[config.mk]
export PLATFORM = sky130hd
export DESIGN_NAME = instr_prefetch_decode
export DESIGN_NICKNAME = d
export VERILOG_FILES = /design/src/rtl/instr_prefetch_decode_pkg.sv /design/src/rtl/instr_prefetch_decode_fifo.sv /design/src/rtl/instr_prefetch_decode.sv
export SDC_FILE = /design/constraint.sdc
export NUM_CORES = 1
export LEC_CHECK = 0
export ABC_AREA = 1
export ABC_CLOCK_PERIOD_IN_PS = 9300
export CAP_MARGIN = 25
export CORE_MARGIN = 3
export CORE_UTILIZATION = 59
export DETAILED_ROUTE_END_ITERATION = 10
export HOLD_SLACK_MARGIN = 0.03
export PLACE_DENSITY = 0.91
export SETUP_SLACK_MARGIN = 0.5
export SKIP_LAST_GASP = 1
export SLEW_MARGIN = 10
export SYNTH_ARGS = -nofsm -noshare
export SYNTH_HDL_FRONTEND = slang
export SYNTH_SLANG_ARGS = --single-unit
[constraint.sdc]
create_clock -name clk -period 9.3 [get_ports clk]
set_input_delay 1.86 -clock clk [delete_from_list [all_inputs] [get_ports clk]]
set_output_delay 1.86 -clock clk [all_outputs]
set_load 0.005 [all_outputs]
[src/rtl/instr_prefetch_decode_pkg.sv]
// Shared definitions for the instruction prefetch/decode front end:
// fetch FSM states, the Beta opcode set and the opcode classification helpers.
package instr_prefetch_decode_pkg;

    typedef enum logic [1:0] {
        IDLE     = 2'd0,
        WAIT_ACK = 2'd1,
        DRAIN    = 2'd2,
        HALT     = 2'd3
    } fetch_state_t;

    typedef enum logic [5:0] {
        OP_EXIT   = 6'h00,
        OP_LD     = 6'h18, OP_ST     = 6'h19, OP_JMP    = 6'h1B,
        OP_BEQ    = 6'h1C, OP_BNE    = 6'h1D, OP_LDR    = 6'h1F,
        OP_ADD    = 6'h20, OP_SUB    = 6'h21, OP_MUL    = 6'h22, OP_DIV    = 6'h23,
        OP_CMPEQ  = 6'h24, OP_CMPLT  = 6'h25, OP_CMPLE  = 6'h26,
        OP_AND    = 6'h28, OP_OR     = 6'h29, OP_XOR    = 6'h2A, OP_XNOR   = 6'h2B,
        OP_SHL    = 6'h2C, OP_SHR    = 6'h2D, OP_SRA    = 6'h2E,
        OP_ADDC   = 6'h30, OP_SUBC   = 6'h31, OP_MULC   = 6'h32, OP_DIVC   = 6'h33,
        OP_CMPEQC = 6'h34, OP_CMPLTC = 6'h35, OP_CMPLEC = 6'h36,
        OP_ANDC   = 6'h38, OP_ORC    = 6'h39, OP_XORC   = 6'h3A, OP_XNORC  = 6'h3B,
        OP_SHLC   = 6'h3C, OP_SHRC   = 6'h3D, OP_SRAC   = 6'h3E
    } opcode_t;

    typedef struct packed {
        logic is_lit;
        logic is_alu;
        logic is_mem;
        logic is_branch;
        logic is_exit;
        logic illegal;
    } op_class_t;

    // True when the opcode is one of the defined Beta instructions.
    function automatic logic opcode_legal(input logic [5:0] op);
        logic legal;
        case (op)
            OP_EXIT, OP_LD, OP_ST, OP_JMP, OP_BEQ, OP_BNE, OP_LDR,
            OP_ADD, OP_SUB, OP_MUL, OP_DIV, OP_CMPEQ, OP_CMPLT, OP_CMPLE,
            OP_AND, OP_OR, OP_XOR, OP_XNOR, OP_SHL, OP_SHR, OP_SRA,
            OP_ADDC, OP_SUBC, OP_MULC, OP_DIVC, OP_CMPEQC, OP_CMPLTC, OP_CMPLEC,
            OP_ANDC, OP_ORC, OP_XORC, OP_XNORC, OP_SHLC, OP_SHRC, OP_SRAC:
                legal = 1'b1;
            default:
                legal = 1'b0;
        endcase
        return legal;
    endfunction

    // Class flags seen by execute; the lit/alu flags are pure bit tests of the opcode.
    function automatic op_class_t opcode_class(input logic [5:0] op);
        op_class_t c;
        c.is_lit    = (op[5:4] == 2'b11);
        c.is_alu    = op[5];
        c.is_mem    = (op == OP_LD) || (op == OP_ST) || (op == OP_LDR);
        c.is_branch = (op == OP_JMP) || (op == OP_BEQ) || (op == OP_BNE);
        c.is_exit   = (op == OP_EXIT);
        c.illegal   = ~opcode_legal(op);
        return c;
    endfunction

endpackage

[src/rtl/instr_prefetch_decode_fifo.sv]
// Synchronous FIFO holding {pc, instruction} pairs, plus its overflow checker.
module sync_fifo_chk (
    input logic clk,
    input logic reset,
    input logic push,
    input logic full
);
    a_no_push_when_full: assert property (@(posedge clk) disable iff (reset) !(push && full));
endmodule

module sync_fifo #(
    parameter int WIDTH = 64,
    parameter int DEPTH = 4
) (
    input  logic                     clk,
    input  logic                     reset,
    input  logic                     clear,
    input  logic                     push,
    input  logic                     pop,
    input  logic [WIDTH-1:0]         wdata,
    output logic [WIDTH-1:0]         rdata,
    output logic [$clog2(DEPTH):0]   count,
    output logic                     full,
    output logic                     empty
);
    localparam int PTR_W = $clog2(DEPTH);
    localparam int CNT_W = PTR_W + 1;

    logic [WIDTH-1:0] mem_r [DEPTH];
    logic [PTR_W-1:0] wr_ptr_r;
    logic [PTR_W-1:0] rd_ptr_r;
    logic [CNT_W-1:0] count_r;
    logic             push_s;
    logic             pop_s;

    // Clear wins over both push and pop; popping an empty FIFO is ignored.
    assign push_s = push & ~clear;
    assign pop_s  = pop & ~clear & ~empty;
    assign empty  = (count_r == {CNT_W{1'b0}});
    assign full   = (count_r == CNT_W'(DEPTH));
    assign rdata  = mem_r[rd_ptr_r];
    assign count  = count_r;

    // Pointer and occupancy tracking; power-of-two depth lets pointers wrap naturally.
    always_ff @(posedge clk) begin
        if (reset || clear) begin
            wr_ptr_r <= {PTR_W{1'b0}};
            rd_ptr_r <= {PTR_W{1'b0}};
            count_r  <= {CNT_W{1'b0}};
        end else begin
            if (push_s) begin
                wr_ptr_r <= wr_ptr_r + PTR_W'(1);
            end
            if (pop_s) begin
                rd_ptr_r <= rd_ptr_r + PTR_W'(1);
            end
            case ({push_s, pop_s})
                2'b10:   count_r <= count_r + CNT_W'(1);
                2'b01:   count_r <= count_r - CNT_W'(1);
                default: count_r <= count_r;
            endcase
        end
    end

    // Storage write port.
    always_ff @(posedge clk) begin
        if (push_s) begin
            mem_r[wr_ptr_r] <= wdata;
        end
    end

    sync_fifo_chk u_chk (
        .clk   (clk),
        .reset (reset),
        .push  (push_s),
        .full  (full)
    );

endmodule

[src/rtl/instr_prefetch_decode.sv]
// Fetch/decode front end: prefetches instruction words over req/ack into a FIFO
// and presents the decoded head to execute over valid/ready.
module instr_prefetch_decode
    import instr_prefetch_decode_pkg::*;
#(
    parameter int                INSTR_W  = 32,
    parameter int                REG_BITS = 5,
    parameter int                DATA_W   = 32,
    parameter int                ADDR_W   = 32,
    parameter int                DEPTH    = 4,
    parameter logic [ADDR_W-1:0] RESET_PC = {ADDR_W{1'b0}}
) (
    input  logic                      clk,
    input  logic                      reset,
    input  logic                      flush,
    input  logic [ADDR_W-1:0]         flush_pc,
    output logic                      mem_req,
    output logic [ADDR_W-1:0]         mem_addr,
    input  logic                      mem_ack,
    input  logic [INSTR_W-1:0]        mem_rdata,
    output logic                      dec_valid,
    input  logic                      dec_ready,
    output logic [ADDR_W-1:0]         dec_pc,
    output logic [5:0]                dec_opcode,
    output logic [REG_BITS-1:0]       dec_rc,
    output logic [REG_BITS-1:0]       dec_ra,
    output logic [REG_BITS-1:0]       dec_rb,
    output logic [DATA_W-1:0]         dec_lit,
    output logic                      dec_is_lit,
    output logic                      dec_is_alu,
    output logic                      dec_is_mem,
    output logic                      dec_is_branch,
    output logic                      dec_exit,
    output logic                      dec_illegal,
    output logic [$clog2(DEPTH):0]    fifo_count
);
    localparam int LIT_W  = INSTR_W - 6 - 2 * REG_BITS;
    localparam int CNT_W  = $clog2(DEPTH) + 1;
    localparam int ENTRY_W = ADDR_W + INSTR_W;
    localparam logic [ADDR_W-1:0] PC_STEP = ADDR_W'(INSTR_W / 8);

    fetch_state_t         state_r;
    logic [ADDR_W-1:0]    fetch_pc_r;
    logic                 push_s;
    logic                 pop_s;
    logic                 fifo_full_s;
    logic                 fifo_empty_s;
    logic [ENTRY_W-1:0]   head_s;
    logic [INSTR_W-1:0]   head_word_s;
    op_class_t            cls_s;

    // Only a live WAIT_ACK ack is kept; a flush in the same cycle drops the word.
    assign push_s      = (state_r == WAIT_ACK) & mem_ack & ~flush;
    assign pop_s       = dec_valid & dec_ready;
    assign dec_valid   = ~fifo_empty_s;
    assign head_word_s = head_s[INSTR_W-1:0];

    sync_fifo #(
        .WIDTH (ENTRY_W),
        .DEPTH (DEPTH)
    ) u_fifo (
        .clk   (clk),
        .reset (reset),
        .clear (flush),
        .push  (push_s),
        .pop   (pop_s),
        .wdata ({fetch_pc_r, mem_rdata}),
        .rdata (head_s),
        .count (fifo_count),
        .full  (fifo_full_s),
        .empty (fifo_empty_s)
    );

    // Fetch FSM: one outstanding request at most, redirect/drain on flush, halt after EXIT.
    always_ff @(posedge clk) begin
        if (reset) begin
            state_r    <= IDLE;
            mem_req    <= 1'b0;
            mem_addr   <= RESET_PC;
            fetch_pc_r <= RESET_PC;
        end else begin
            case (state_r)
                IDLE: begin
                    if (flush) begin
                        fetch_pc_r <= flush_pc;
                    end else if (fifo_count < CNT_W'(DEPTH)) begin
                        mem_req  <= 1'b1;
                        mem_addr <= fetch_pc_r;
                        state_r  <= WAIT_ACK;
                    end
                end
                WAIT_ACK: begin
                    if (flush) begin
                        fetch_pc_r <= flush_pc;
                        if (mem_ack) begin
                            mem_req <= 1'b0;
                            state_r <= IDLE;
                        end else begin
                            state_r <= DRAIN;
                        end
                    end else if (mem_ack) begin
                        mem_req    <= 1'b0;
                        fetch_pc_r <= fetch_pc_r + PC_STEP;
                        if (mem_rdata[INSTR_W-1 -: 6] == OP_EXIT) begin
                            state_r <= HALT;
                        end else begin
                            state_r <= IDLE;
                        end
                    end
                end
                DRAIN: begin
                    // The old request completes with its original address; the data is discarded.
                    if (flush) begin
                        fetch_pc_r <= flush_pc;
                    end
                    if (mem_ack) begin
                        mem_req <= 1'b0;
                        state_r <= IDLE;
                    end
                end
                HALT: begin
                    if (flush) begin
                        fetch_pc_r <= flush_pc;
                        state_r    <= IDLE;
                    end
                end
                default: begin
                    state_r <= IDLE;
                    mem_req <= 1'b0;
                end
            endcase
        end
    end

    // Field extraction and classification of the FIFO head; everything reads 0 while empty.
    always_comb begin
        if (dec_valid) begin
            dec_pc     = head_s[ENTRY_W-1 -: ADDR_W];
            dec_opcode = head_word_s[INSTR_W-1 -: 6];
            dec_rc     = head_word_s[INSTR_W-7 -: REG_BITS];
            dec_ra     = head_word_s[INSTR_W-7-REG_BITS -: REG_BITS];
            dec_rb     = head_word_s[INSTR_W-7-2*REG_BITS -: REG_BITS];
            dec_lit    = {DATA_W{head_word_s[LIT_W-1]}};
            dec_lit[LIT_W-1:0] = head_word_s[LIT_W-1:0];
            cls_s      = opcode_class(head_word_s[INSTR_W-1 -: 6]);
        end else begin
            dec_pc     = {ADDR_W{1'b0}};
            dec_opcode = 6'b000000;
            dec_rc     = {REG_BITS{1'b0}};
            dec_ra     = {REG_BITS{1'b0}};
            dec_rb     = {REG_BITS{1'b0}};
            dec_lit    = {DATA_W{1'b0}};
            cls_s      = op_class_t'(6'b000000);
        end
    end

    assign dec_is_lit    = cls_s.is_lit;
    assign dec_is_alu    = cls_s.is_alu;
    assign dec_is_mem    = cls_s.is_mem;
    assign dec_is_branch = cls_s.is_branch;
    assign dec_exit      = cls_s.is_exit;
    assign dec_illegal   = cls_s.illegal;

endmodule

# Yosys cells after proc, flatten, opt, wreduce, memory -nomap -nowiden

Memories as Yosys holds them, arrays and structs flattened. A register that Yosys moved wholly into a read port is not among the register bits.
Cells that the tools add are included.

Eq/ne operators: 19
Multiplexer cells: 30
Bitwise operators: 9
Magnitude comparators: 1
Reductions and logical operators: 17
Add/subtract/negate cells: 5

Operators by type and width:

| operator                | count |
|---|---|
| $mux W32                | 5 |
| $pmux W32 S2            | 1 |
| $eq A6 B5 Y1 const B    | 6 |
| $add A32 B3 Y32 const B | 1 |
| $mux W2                 | 10 |
| $mux W5                 | 3 |
| $logic_not A6 Y1        | 2 |
| $mux W6                 | 2 |
| $eq A2 B2 Y1 const B    | 4 |
| $ne A2 B2 Y1 const B    | 4 |
| $pmux W2 S4             | 1 |
| $and A1 B1 Y1           | 6 |
| $mux W1                 | 6 |
| $pmux W3 S2             | 1 |
| $logic_or A1 B1 Y1      | 5 |
| $reduce_and A5 Y1       | 1 |
| $add A2 B1 Y2 const B   | 2 |
| $eq A2 B1 Y1 const B    | 2 |
| $ne A2 B1 Y1 const B    | 2 |
| $reduce_and A4 Y1       | 1 |
| $reduce_bool A2 Y1      | 2 |
| $add A3 B1 Y3 const B   | 1 |
| $logic_not A3 Y1        | 1 |
| $lt A3 B3 Y1 const B    | 1 |
| other kinds (9)         | 11 |

Bits of input ports: 69
Output and inout bits: 128
Bits in read-only memories: 64
Memories: 2
RAM bits: 256
Bits in registers: 74

Memories:

| memory           | words | width | rd ports | clocked after Yosys merged registers in | wr ports | RTL line                         | text |
|---|---|---|---|---|---|---|---|
| u_fifo.mem_r     | 4     | 64    | 1        | 1                                       | 1        | instr_prefetch_decode_fifo.sv:29 | `logic [WIDTH-1:0] mem_r [DEPTH];` |
| (name not given) | 64    | 1     | 1        | 0                                       | 0        | instr_prefetch_decode_pkg.sv:38  | `case (op)` |

# Depth between registers and ports, before layout

Gate-level depths: netlist of the first run.

Depth in word-level cells: 7
Mapped depth: 11
Gate-level depth less buffers: 10

# Hierarchy

Synthesis of the first run repeated with hierarchy kept, for this count alone.

Cell total of the unflattened synthesis: 1417
Area, all modules: 14322.5 um2

Modules (own cells, without submodules):

| module                | cells each | instances | area each (um2) |
|---|---|---|---|
| sync_fifo             | 691        | 1         | 9988.3 |
| instr_prefetch_decode | 726        | 1         | 4334.2 |

# Least setup slack after synthesis of the first run

No wires, ideal clock.

Kind: input-to-reg
Start point: input flush
End point: memory u_fifo.mem_r[0][0], enable pin
Cell stages on the path: 5
Slack: 3.715 ns
Data required time: 8.813 ns
Buffers on the path: 2
Arrival: 5.099 ns
Cells stage by stage: buf_4 -> inv_2 -> buf_4 -> nand3_1 -> nor2_1

Cells in the longest elaborated chain, start to end: 5

RTL lines:

| element                         | RTL line                         | text |
|---|---|---|
| start: declaration              | instr_prefetch_decode.sv:15      | `input logic flush,` |
| $not A1 Y1 (no source line) *   | n/a                              |  |
| $and A1 B1 Y1                   | instr_prefetch_decode.sv:53      | `assign push_s = (state_r == WAIT_ACK) & mem_ack & ~flush;` |
| $and A1 B1 Y1 *                 | instr_prefetch_decode_fifo.sv:37 | `assign push_s = push & ~clear;` |
| $mux W1 *                       | instr_prefetch_decode_fifo.sv:67 | `if (push_s) begin` |
| $mux W1 (not written as such) * | instr_prefetch_decode_fifo.sv:68 | `mem_r[wr_ptr_r] <= wdata;` |
| end: declaration                | instr_prefetch_decode_fifo.sv:29 |  |

Mark *: on every way between the ends. The rest lies on a longest branch, timed or not.

==> results list, run 1 <==
- Result of the run: finished, final reports clean
- Count of mapped cells out of synthesis: 1396
- Dividing the final minimum period by the clock period gives 0.585.
- Chip width: 161 um
* XOR/XNOR Fraction of Synth Area: 0
- Sort of element at the end of the critical path: output port
- Total power per unit cell area: 213 nW/um^2
- RSZ-0062 raised after global routing: no
- 197 I/O pins were placed.
- In this run the tightest slew margin relative to its limit is 0.346.
- At the pin with the least slew margin, the transition time is 0.981 ns.
- Clock-pin slew was measured on the worst setup and hold paths at 0.06 ns.
- Yosys printed 0 warnings.
- Net count of the mapped netlist: 1477
- Buffer type at the clock tree root: clkbuf_16
* Worst Hold Slack: 0.481 ns
- The slowest stage of the critical path is the dfxtp_2 cell.
- Number of unique standard cell types used by synthesis: 34
- Initial core utilization: 0.602
- Length of routed met2 wiring: 18000 um
- Finish-stage setup viols: 0
* Crit path launch type: register
* Pre-antenna DRT Iters: 7
* Vias in the first global route: 10.8k
- Detailed placement finished with a half-perimeter wire length of 21500 um.
- Maximum level of the CTS H-tree: 1
* Number of max-cap violations: 0
* Total Wirelength: 36300 um
- After floorplanning, the core was sized to cover 23500 um^2.
- Clock buffers created by TritonCTS: 31
* Cell breakdown of the critical path: buf_4, inv_2, buf_4, nand3_1, nand2_1, nor2_1, nand2_1, a22oi_1, clkdlybuf4s50_1
* Post-layout nets: 1620
- Total buffers and inverters traversed by the critical path: 4
- Global routing finished with a remaining overflow of 0.
- Dividing the synthesized area by the synthesized cell count gives 10.1 um^2.
- After the first detailed-routing iteration, the DRC count stood at 1496.
- The die is 161 um tall.
* Reported leakage power: 5.89 nW
- Most common library cell in the layout ignoring fill and taps: nor2_1
* Post-layout min period: 5.45 ns
- Post-synthesis compound-gate area fraction: 0.116
* Setup Fix Bufs, Post-CTS: 0
- Antenna-violating nets left: 0
- Post-cts resize count: 0
- The floorplan step defined a die boundary enclosing 25900 um^2.
- # hold bufs at CTS: 0
* Bufs on Longest Clock Path: 3
* Sequential-to-total area share from yosys stat: 0.650
- Uppermost layer routed: met4
- First-pass GRT wire length: 56200 um
* Cells taking the most area after synthesis: edfxtp_1 (54%), dfxtp_1 (11%), nor2_1 (9.7%)
- Most frequent cells in the layout: nor2_1 (362), edfxtp_1 (256), clkdlybuf4s50_1 (196), o21ai_0 (173), nand2_1 (134)
- Main combinational cell family by area after synthesis: simple AND/OR/NAND/NOR gates
- RePlAce Congestion: 0.923
* Number of antenna violations at the first check in global routing: 0
* Largest net degree at the start of global routing: 113
- In this design, the stage delay of the slowest critical-path cell is 0.66 ns.
* Average wire per cell in the routed design: 19.3 um
- The area growth from synthesis to layout is 21.4%.
- STA puts the critical path data required time at 7.44 ns.
* Total global-route track usage: 0.271
- Mux cell area share after synthesis: 0
- Port bufs: 196
* CTS tree: yes
- Routed met3 length: 3370 um
- Metal1 wirelength: 13600 um
- The kind of cell with the highest combined delay along the critical path is buffers and inverters.
* Via count normalized by instance count: 5.90
- Site Rows: 56
- Of the total synthesized cell area, the portion taken by full adders, half adders and majority gates is 0.0111.
- Worst hold path type: register to register
- Cell type with the highest aggregate area in the netlist: edfxtp_1
- Hold Violations, Final: 0
* Source-to-sink clock delay at the later pin of the worst-skew pair: 0.57 ns
* Worst clock skew on the final layout: 0.0106 ns
- CP max FO: 63
* Max frequency: 184 MHz
- Of the total synthesized cell area, the portion taken by AND, OR, NAND and NOR gates is 0.167.
- Post-route DRC: 0
- The synthesized netlist occupies a cell area of 14200 um^2.
- Category of the most critical setup path: register to output port
- Of the cells placed in the final design, the portion with a size suffix greater than 1 is 0.0627.
- Synthesis-stage register bit count: 332
- Worst vdd rail ir drop: 0.000137 V
* Number of antenna cells inserted: 0
* Count of pins over their slew limit: 0
- Total Negative Setup Slacks: 0 ns
* Worst path arrival time: 3.59 ns
- # clock sinks: 332
- Vias after detailed routing: 11.1k
- The share of synthesized area in the top cell type comes to 0.543.
==> worst min-delay path, stage by stage (launching register included) <==
cell and delay, ns:
dfxtp_1 0.32, nor2_1 0.04, nor2_1 0.08
==> per-stage QoR <==
step / power (W) / instances / setup WS, ns / utilization / cell area, um^2
final: 0.00366 / 1883 / 3.85 / 0.730 / 17200
after global routing: 0.00378 / 1883 / 3.64 / 0.730 / 17200
after CTS: 0.00366 / 1882 / 3.59 / 0.729 / 17200
after detailed placement: 0.00232 / 1824 / 3.76 / 0.682 / 16100
after global placement: 0.00230 / 1824 / 3.88 / 0.682 / 16100
after floorplan: 0.00208 / 1396 / 3.71 / - / 14200
==> kinds of logic after synthesis <==
family                   Yosys count
AO/OA/AOI/OAI                    313
AND/OR/NAND/NOR                  586
buffers and inverters            153
adder cells (fa/ha/maj)           12
flip-flops                       332
==> registers in the layout, indices dropped and copies added (netlist names), named ones only <==
| name | flops |
|---|---|
| u_fifo.mem_r | 256 |
| fetch_pc_r | 32 |
| state_r | 2 |
| mem_addr | 32 |
| u_fifo.wr_ptr_r | 2 |
| mem_req | 1 |
| u_fifo.rd_ptr_r | 2 |
| u_fifo.count | 3 |
==> layer usage <==
layer	track usage	up-vias
met5	0	-
met4	0.128	0
li1	-	5073
met2	0.458	681
met3	0.0418	114
met1	0.346	5246
==> area by class of cell <==
cell class	count	area [um^2]
tap	319	399
sequential	332	9210
timing repair buffer	207	2060
fill	1530	6350
multi-input combinational	911	4200
clock inverter	18	250
clock buffer	40	850
inverter	56	211
==> cells in the mapped netlist (all sizes together) <==
library cell  instances
nor2                375
edfxtp              256
o21ai               177
nand2               141
a21oi               108
buf                  77
dfxtp                76
inv                  56
nand3                48
clkbuf               19
nor3                 12
ha                   11
a211oi                8
nand4                 8
o211ai                8
a31oi                 7
o221ai                3
a22oi                 1
dlymetal6s2s          1
fa                    1
o22a                  1
or2                   1
or3                   1
==> where the power goes <==
group | switching, W | internal [W]
clock network | 0.000541 | 0.000810
logic | 0.000293 | 0.000218
registers | 0.0000869 | 0.00171
total | 0.000921 | 0.00274
==> final timing paths <==
path	to	from	cells after the start	slack (ns)
worst max-delay path	dec_illegal	register	9	3.85
worst min-delay path	mem_addr[7]	mem_addr[7]	2	0.48
worst min register to register	mem_addr[7]	mem_addr[7]	2	0.48
worst max register to register	u_fifo.count[2]	u_fifo.count[2]	10	6.47
Note: power is estimated with default switching activity, not from simulation.
==> inputs of run 2 (changes only) <==
--- a/config.mk
+++ b/config.mk
@@ -6,13 +6,13 @@
 export NUM_CORES = 1
 export LEC_CHECK = 0
 export ABC_AREA = 1
-export ABC_CLOCK_PERIOD_IN_PS = 9300
+export ABC_CLOCK_PERIOD_IN_PS = 5600
 export CAP_MARGIN = 25
 export CORE_MARGIN = 3
-export CORE_UTILIZATION = 59
+export CORE_UTILIZATION = 55
 export DETAILED_ROUTE_END_ITERATION = 10
 export HOLD_SLACK_MARGIN = 0.03
-export PLACE_DENSITY = 0.91
+export PLACE_DENSITY = 0.86
 export SETUP_SLACK_MARGIN = 0.5
 export SKIP_LAST_GASP = 1
 export SLEW_MARGIN = 10
==> constraint.sdc (replaced) <==
create_clock -name clk -period 5.6 [get_ports clk]
set_input_delay 1.12 -clock clk [delete_from_list [all_inputs] [get_ports clk]]
set_output_delay 1.12 -clock clk [all_outputs]
set_load 0.005 [all_outputs]
==> run 2 against run 1 <==
Against the previous run:
- register-to-register slack worse by 3.7 ns
- critical endpoint is now dec_pc[2]
- highest routed layer unchanged
- largest power group unchanged
- core utilization is 4.9 points lower
- non-clock buffer count is 1 higher
- sequential power is 66% higher
- die area is 7.0% higher
- critical path type unchanged
- clock skew hardly changed
==> results list, run 2 (synthesis gave the netlist of run 1 again) <==
* Number of DRC markers in iteration 0: 1368 (-8.6%)
- Total Wirelength: 34800 um (-4.1%)
* Layout cells sized above 1: 0.0631 (+0.000478)
- The root buffer cell chosen for the clock tree is clkbuf_16.
- Of the available clock period, the critical path in the final layout requires 0.793.
* Count of pins over their slew limit: 0 (unchanged)
- # clock sinks: 332 (unchanged)
- The layout overhead on the synthesized area was 21.5% (about the same).
- The clock latency of the later-clocked register in the worst-skew pair came to 0.50 ns (-0.07 ns).
* Antenna-violating nets left: 0 (unchanged)
* Sort of element at the end of the critical path: output port
* Post-layout min period: 4.44 ns
* Post-layout nets: 1624 (+0.25%)
- The pin slew with the least headroom to its limit was 0.994 ns (+0.0131 ns).
* CTS tree: yes
* Most common library cell in the layout ignoring fill and taps: nor2_1
- Post-cts resize count: 0 (unchanged)
- Clock buffers created by TritonCTS: 34 (+9.7%)
- Average wire per cell in the routed design: 18.4 um (-4.9%)
- Total power per unit cell area: 348 nW/um^2 (+63%)
* Max frequency: 225 MHz
- The worst-case setup margin in the final layout came to 1.16 ns (-2.70 ns).
* Chip width: 166 um (+3.4%)
- Initial core utilization: 0.561 (-0.0408)
- The largest fanout on the critical path came to 88 (+40%).
- Largest registers ranked by flip-flop count: u_fifo.mem_r: 256 flops, fetch_pc_r: 32 flops, mem_addr: 32 flops
* Largest reg by FF count: u_fifo.mem_r
- Vias after detailed routing: 10.8k (-3.2%)
* Hold Violations, Final: 0 (unchanged)
* Register-to-register setup slack: 2.72 ns (-3.75 ns)
- Bufs on Longest Clock Path: 3 (unchanged)
- The standby leakage power came to 5.88 nW (-0.20%).
- Largest register FFs: 256 (unchanged)
- Clock slew seen by the registers of the worst setup and hold paths: 0.06 ns (about the same)
* Required time of the critical path: 4.48 ns (-2.96 ns)
- The worst setup path is of the register to output port kind.
- The number of standard-cell rows in the floorplan was 58 (+3.6%).
- Port bufs: 196 (unchanged)
* Maximum level of the CTS H-tree: 2 (+1)
* Number of antenna violations at the first check in global routing: 0 (unchanged)
- Number of max-cap violations: 0 (unchanged)
- Result of the run: finished, final reports clean
- RSZ-0062 raised after global routing: no
- Total Negative Setup Slacks: 0 ns (unchanged)
- Largest net degree at the start of global routing: 89 (-21%)
- The first-pass detailed-route iteration total was 6 (-1).
* Crit path launch type: register
* Worst vdd rail ir drop: 0.000240 V (+75%)
- DP Wirelength: 21300 um (-0.50%)
* Finish-stage setup viols: 0 (unchanged)
* Post-placement worst setup slack: 1.77 ns (-1.99 ns)
- The largest clock skew in the final design came to 0.0106 ns (-0.0000352 ns).
- Via count normalized by instance count: 5.67 (-4.0%)
* Setup Fix Bufs, Post-CTS: 0 (unchanged)
- Most frequent cells in the layout: nor2_1 (362), edfxtp_1 (256), clkdlybuf4s50_1 (196), o21ai_0 (173), nand2_1 (134)
* Total grt overflow: 0 (unchanged)
- Fill cells: 1781 (+16%)
- The via count of the first global-routing pass is 10.3k (-4.3%).
- The number of top-level pins was 197 (unchanged).
- Total global-route track usage: 0.241 (-0.0298)
- The number of buffers added to fix hold violations after cts is 0 (unchanged).
- The area of the die is 27700 um^2 (+7.0%).
- Worst slew slack as a fraction of its limit: 0.337 (-0.00948)
* Worst path arrival time: 3.32 ns (-0.27 ns)
* Post-route DRC: 0 (unchanged)
- The wire length of the first global-routing pass is 54200 um (-3.5%).
- The area of the core was 25300 um^2 (+7.3%).
- The number of antenna diodes was 0 (unchanged).
- The final weighted congestion of routability-driven global placement is 0.914 (-0.89%).
- The die outline height came to 166 um (+3.4%).
* Worst hold path type: register to register
[run 2: cell type report]
cell class	instances	area [um^2]	share of cell area
inverter	56	211	0.0123
timing repair buffer	208	2090	0.121
tap	330	413	0.0240
multi-input combinational	911	4200	0.244
sequential	332	9210	0.536
clock inverter	21	175	0.0102
clock buffer	40	895	0.0520
[run 2: path summary, 6_finish.rpt]
path                      to             from  cells after the start
max                dec_pc[2]         register                      5
min             mem_addr[14]     mem_addr[14]                      2
max reg2reg  u_fifo.count[2]  u_fifo.count[2]                     10
min reg2reg     mem_addr[14]     mem_addr[14]                      2
[run 2: per-stage QoR]
stage | total power, W | cell area (um^2) | utilization | instances | hold slack (ns)
4_1_cts | 0.00599 | 17200 | 0.681 | 1898 | 0.480
6_report | 0.00598 | 17200 | 0.681 | 1898 | 0.483
5_1_grt | 0.00622 | 17200 | 0.681 | 1898 | 0.503
3_3_place_gp | 0.00383 | 16100 | 0.639 | 1837 | 0.449
2_1_floorplan | 0.00345 | 14200 | - | 1396 | 0.436
3_5_place_dp | 0.00385 | 16100 | 0.639 | 1837 | 0.468
[run 2: critical path: stages, from the launching register on]
cell             delay [ns]
dfxtp_4                0.49
clkinv_2               0.44
buf_4                  0.70
o21ai_0                0.23
a21oi_1                0.31
clkdlybuf4s50_1        0.57
[run 2: where the power goes]
group | switching (W) | internal [W] | total, W
logic | 0.000473 | 0.000363 | 0.000835
registers | 0.000144 | 0.00284 | 0.00298
clock network | 0.000919 | 0.00125 | 0.00217
total | 0.00154 | 0.00445 | 0.00598
[run 2: layer usage]
layer	wire length (um)	part of all wire	up-vias	GRT usage
met4	853	0.024	0	0.0735
met2	16900	0.48	582	0.403
met3	3180	0.091	72	0.0460
li1	-	-	5063	-
met5	0	0	-	0
met1	13900	0.40	5043	0.324
